## src/rtl/alu_pipe.sv

```systemverilog
// alu_pipe: two-stage pipelined ALU with valid/ready handshake, status flags and result accumulator
module alu_pipe #(
    parameter int                WIDTH   = 16,
    parameter logic [WIDTH-1:0]  ACC_RST = '0
) (
    input  logic             clk,
    input  logic             rst,
    input  logic             in_valid,
    output logic             in_ready,
    input  logic [WIDTH-1:0] A,
    input  logic [WIDTH-1:0] B,
    input  logic             Cin,
    input  logic [2:0]       Control,
    input  logic             use_acc,
    output logic             out_valid,
    input  logic             out_ready,
    output logic [WIDTH-1:0] Result,
    output logic             Cout,
    output logic             zero,
    output logic             neg,
    output logic             ovf
);
    logic             s1_valid_q, s1_valid_d;
    logic [WIDTH-1:0] s1_a_q, s1_a_d, s1_b_q, s1_b_d;
    logic             s1_cin_q, s1_cin_d, s1_use_acc_q, s1_use_acc_d;
    logic [2:0]       s1_ctl_q, s1_ctl_d;
    logic             out_valid_q, out_valid_d;
    logic [WIDTH-1:0] result_q, result_d, acc_q, acc_d;
    logic             cout_q, cout_d, zero_q, zero_d, neg_q, neg_d, ovf_q, ovf_d;
    logic             adv2, accept;
    logic [WIDTH-1:0] b_eff, res;
    logic [WIDTH:0]   sum;
    logic             cy, ov;

    // Execute: operate on the issue register; B is swapped for ACC when requested
    always_comb begin
        b_eff = s1_use_acc_q ? acc_q : s1_b_q;
        sum   = '0;
        res   = '0;
        cy    = 1'b0;
        ov    = 1'b0;
        case (s1_ctl_q)
            3'b000: begin
                sum = {1'b0, s1_a_q} + {1'b0, b_eff} + {{WIDTH{1'b0}}, s1_cin_q};
                res = sum[WIDTH-1:0];
                cy  = sum[WIDTH];
                ov  = (s1_a_q[WIDTH-1] == b_eff[WIDTH-1]) && (sum[WIDTH-1] != s1_a_q[WIDTH-1]);
            end
            3'b001: begin
                sum = {1'b0, s1_a_q} + {1'b0, ~b_eff} + {{WIDTH{1'b0}}, 1'b1};
                res = sum[WIDTH-1:0];
                cy  = sum[WIDTH];
                ov  = (s1_a_q[WIDTH-1] != b_eff[WIDTH-1]) && (sum[WIDTH-1] != s1_a_q[WIDTH-1]);
            end
            3'b010: res = s1_a_q & b_eff;
            3'b011: res = s1_a_q | b_eff;
            3'b100: res = s1_a_q ^ b_eff;
            3'b101: res = ~s1_a_q;
            3'b110: begin
                res = {s1_a_q[WIDTH-2:0], 1'b0};
                cy  = s1_a_q[WIDTH-1];
            end
            default: begin
                res = {1'b0, s1_a_q[WIDTH-1:1]};
                cy  = s1_a_q[0];
            end
        endcase
    end

    // Handshake and next-state: output stage holds under backpressure, issue stage refills as it drains
    always_comb begin
        adv2         = s1_valid_q && (!out_valid_q || out_ready);
        in_ready     = !s1_valid_q || adv2;
        accept       = in_valid && in_ready;
        s1_valid_d   = accept ? 1'b1 : (adv2 ? 1'b0 : s1_valid_q);
        s1_a_d       = accept ? A : s1_a_q;
        s1_b_d       = accept ? B : s1_b_q;
        s1_cin_d     = accept ? Cin : s1_cin_q;
        s1_ctl_d     = accept ? Control : s1_ctl_q;
        s1_use_acc_d = accept ? use_acc : s1_use_acc_q;
        out_valid_d  = adv2 ? 1'b1 : (out_ready ? 1'b0 : out_valid_q);
        result_d     = adv2 ? res : result_q;
        cout_d       = adv2 ? cy : cout_q;
        zero_d       = adv2 ? (res == '0) : zero_q;
        neg_d        = adv2 ? res[WIDTH-1] : neg_q;
        ovf_d        = adv2 ? ov : ovf_q;
        acc_d        = adv2 ? res : acc_q;
    end

    // Pipeline registers; reset drops any in-flight operation
    always_ff @(posedge clk or posedge rst) begin
        if (rst) begin
            s1_valid_q   <= 1'b0;
            s1_a_q       <= '0;
            s1_b_q       <= '0;
            s1_cin_q     <= 1'b0;
            s1_ctl_q     <= '0;
            s1_use_acc_q <= 1'b0;
            out_valid_q  <= 1'b0;
            result_q     <= '0;
            cout_q       <= 1'b0;
            zero_q       <= 1'b0;
            neg_q        <= 1'b0;
            ovf_q        <= 1'b0;
            acc_q        <= ACC_RST;
        end else begin
            s1_valid_q   <= s1_valid_d;
            s1_a_q       <= s1_a_d;
            s1_b_q       <= s1_b_d;
            s1_cin_q     <= s1_cin_d;
            s1_ctl_q     <= s1_ctl_d;
            s1_use_acc_q <= s1_use_acc_d;
            out_valid_q  <= out_valid_d;
            result_q     <= result_d;
            cout_q       <= cout_d;
            zero_q       <= zero_d;
            neg_q        <= neg_d;
            ovf_q        <= ovf_d;
            acc_q        <= acc_d;
        end
    end

    assign out_valid = out_valid_q;
    assign Result    = result_q;
    assign Cout      = cout_q;
    assign zero      = zero_q;
    assign neg       = neg_q;
    assign ovf       = ovf_q;
endmodule

```

## config.mk

```make
export PLATFORM = sky130hd
export DESIGN_NAME = alu_pipe
export DESIGN_NICKNAME = d
export VERILOG_FILES = /design/src/rtl/alu_pipe.sv
export SDC_FILE = /design/constraint.sdc
export NUM_CORES = 1
export LEC_CHECK = 0
export CAP_MARGIN = 10
export CORE_MARGIN = 5
export CORE_UTILIZATION = 55
export DETAILED_ROUTE_END_ITERATION = 8
export DONT_BUFFER_PORTS = 1
export GPL_ROUTABILITY_DRIVEN = 0
export PLACE_DENSITY = 0.7
export SLEW_MARGIN = 25
export SYNTH_ARGS = -nofsm -noshare
export SYNTH_HDL_FRONTEND = slang
export SYNTH_SLANG_ARGS = --single-unit
export TNS_END_PERCENT = 1
```

## constraint.sdc

```tcl
create_clock -name clk -period 4.9 [get_ports clk]
set_clock_uncertainty 0.15 [all_clocks]
set_input_delay 0.735 -clock clk [delete_from_list [all_inputs] [get_ports clk]]
set_output_delay 0.735 -clock clk [all_outputs]
set_load 0.01 [all_outputs]
```

==> reports/metrics.yaml <==
finish:
  fillCellCount: 937
  drive_gt1_share_pct: 13.7
  regArea_um2: 1450
  area_delta_synth_final_pct: 5.50
  finalNetCount: 734
  n_antenna_cell: 0
  multi_input_area_um2: 3900
logic_synthesis:
  synth_ff_type: "dfrtp_1"
  synth_mux_area_share_pct: 14.5
  yosysTopAreaCell: "dfrtp_1"
  synthTopCellsByArea: "dfrtp_1 (26%), ha_1 (13%), mux2_2 (8.3%), mux2i_1 (4.9%), nand2_1 (3.8%)"
  synthArstFlopShare_pct: 100
  yosysWarnings: 0
  synth_top_family_by_area: "compound AO/OA/AOI/OAI gates"
  postSynthNetCount: 748
  synth_xor_area_share_pct: 1.08
  synth_fa_ha_area_share_pct: 14.5
  syn_area_per_cell_um2: 8.81
  netlist.area_leader.share_pct: 25.6
  netlist_area_um2: 5670
  synth_seq_area_share_pct: 25.6
  synth-compound-area-share_pct: 22.5
  synth_edf_count: 0
  synth-simple-area-share_pct: 16.1
  ys_seq_elements: 58
  synthDistinctLibCells: 78
  synthCells: 643
grt:
  grt_max_degree: 59
  antenna_found_initial: 0
  grt_pass1_wl_um: 26100
  grt_usage_pct: 25.9
  first_global_vias: 4860
  globalRoute.totalOverflow: 0
sta:
  rsz0062_at_grt: "no"
  fin_crit_sh_pct: 83.7
  setup_violations: 0
  hold_viol: 0
  timing.setup.tns_ns: 0
  maxSlewHeadroom_pct: 30.9
  fin_crit_ns: 4.10
  worstMarginPinSlew_ns: 1.03
  maxSlewViolCount: 0
  max_freq_mhz: 244
  timing.final.ws_setup_ns: 0.798
flow_run:
  max_cap_violations: 0
worst_setup_path:
  crit_fanout: 5
  r2r-start: "acc_q[0]"
  critical_path_required_ns: 5.05
  crit_top_cell: "fa_1"
  critPathCaptureType: "flip-flop"
  crit_slowest_cell: "fa_1"
  path_buf_inv: 1
  critical_path.cell_chain: "mux2i_1 > inv_1 > fa_1 > fa_1 > a211oi_2 > o211ai_2 > a311oi_4 > o21bai_2 > a21o_1 > a211o_1 > a2111oi_2 > nand4_1 > nand2_1"
  regToRegEndpoint: "zero"
  r2r_slack_ns: 0.80
  r2r_cells: 13
  cp-startpoint: "acc_q[0]"
  cp.arrival_ns: 4.25
  critPathMaxStageDelay_ns: 0.51
  crit_family: "compound AO/OA/AOI/OAI gates"
  crit_type: "reg -> reg"
  crit_path_start_kind: "flip-flop"
floorplan:
  rows: 37
  die_y_um: 112
  coreArea_um2: 10200
  die_w_um: 112
  num_io_pins: 63
  die-area_um2: 12400
  start_util_pct: 55.6
clocking:
  postCtsSetupBuffers: 0
  cts_buffers: 9
  cts_sinks: 58
  clockBufferDepth: 2
  htree_levels: 3
  postCtsHoldBufs: 0
  path_clk_slew_ns: 0.08
  cts_root_buf: "clkbuf_8"
  tritoncts: "done"
  cts_resized: 0
  clkLatencyLatePin_ns: 0.35
place:
  preCtsSetupSlack_ns: 0.854
  hpwl_um: 11900
  io_buffers: 0
pwr:
  p_leak_nw: 2.73
  ir_worst_vdd_v: 0.000295
  p_per_area_nw_per_um2: 521
route:
  num_vias: 4983
  drtPass1Iterations: 6
  routed_wl_um: 16200
  wl_met3_um: 1650
  wl_met2_um: 7090
  vias_per_cell: 6.47
  highest_layer: "met4"
  wl_per_cell_um: 21.1
  drtIter0Drc: 529
  met1_length_um: 6980
  drcViolationCount: 0
  postRouteAntennaNets: 0
hold_path:
  min_path_type: "in -> async"
run_status:
  status: "finished, final reports clean"
where the power goes:
| group | internal, mW | switching, mW | leakage (nW) |
|---|---|---|---|
| logic | 0.730 | 1.09 | 1.93 |
| clock network | 0.301 | 0.235 | 0.109 |
| registers | 0.587 | 0.173 | 0.686 |
| total | 1.62 | 1.50 | 2.73 |
how the worst max path moves through the flow:
stage | end | slack, ns | depth (start not counted)
2_1_floorplan | zero | 0.87 | 14
3_3_place_gp | zero | 0.98 | 13
3_5_place_dp | zero | 0.85 | 13
4_1_cts | zero | 0.81 | 13
5_1_grt | zero | 0.57 | 13
6_report | zero | 0.80 | 13
stage by stage:
stage / cells / hold WS, ns / total power, mW / cell area (um^2) / utilization (%)
after global placement: 754 / 0.329 / 2.48 / 5750 / 56.5
after global routing: 770 / 0.342 / 3.32 / 5980 / 58.7
final: 770 / 0.307 / 3.12 / 5980 / 58.7
after floorplan: 643 / 0.307 / 2.11 / 5670 / -
after detailed placement: 754 / 0.347 / 2.52 / 5750 / 56.5
after CTS: 770 / 0.341 / 3.07 / 5980 / 58.7
cell families (layout without fill, tap and decap cells):
logic type	count (synthesis)	after routing
AOI/OAI and AO/OA	175	175
adders and majority gates	64	64
and+or+nand+nor	187	187
DFF	58	58
xor gates and xnor gates	7	7
buffers and inverters	79	70
muxes	73	73
synthesized netlist by cell type, drive strengths merged, types with 3 or more instances:
library cell	n
ha	61
dfrtp	58
nand2	58
inv	47
mux2	42
nor2	42
a21oi	39
mux2i	28
o21ai	26
clkbuf	17
nand2b	17
nor2b	16
buf	15
nand3	11
a211oi	10
a21o	10
nor3	10
and3	8
o22ai	8
or3	8
o211ai	7
o21a	7
a221oi	6
o221ai	6
xnor2	6
a2111oi	5
a31oi	5
o31ai	5
o32ai	5
a211o	4
a21boi	3
fa	3
mux4	3
o21bai	3
o221a	3
or2	3
or4	3
cell type report:
type | instances | share of cell area [%]
inverters | 47 | 2.95
clock buffers | 10 | 2.30
clock inverters | 6 | 1.49
well taps | 136 | 2.85
flip-flops and latches | 58 | 24.3
multi-input cells | 506 | 65.3
repair buffers | 7 | 0.879
registers in the layout, indices dropped and copies added, names as in the netlist:
register      cells
Cout              1
s1_b_q           16
acc_q            16
out_valid         1
s1_valid_q        1
s1_a_q           16
s1_use_acc_q      1
s1_ctl_q          3
ovf               1
zero              1
s1_cin_q          1
routing by layer:
layer	vias to the layer above	GRT usage [%]
li1	2297	-
met1	2386	34.5
met2	247	39.6
met3	53	8.26
met4	0	9.41
met5	-	0
layout by cell type, fill, tap and decap left out, types with 5 or more instances in the layout:
master	n
nor3_1	9
o221ai_1	6
buf_4	7
xnor2_1	6
and3_1	8
or3_1	8
nand3_1	11
nor2b_1	16
o211ai_1	6
inv_1	44
a21oi_1	39
o32ai_1	5
o21a_1	7
o22ai_1	8
o31ai_1	5
o21ai_0	24
a21o_1	10
ha_1	61
nand2_1	57
a221oi_1	5
dfrtp_1	58
a211oi_1	9
clkbuf_8	10
mux2_2	42
a31oi_1	5
nor2_1	42
mux2i_1	28
nand2b_1	17
Note: power is estimated with default switching activity, not from simulation.
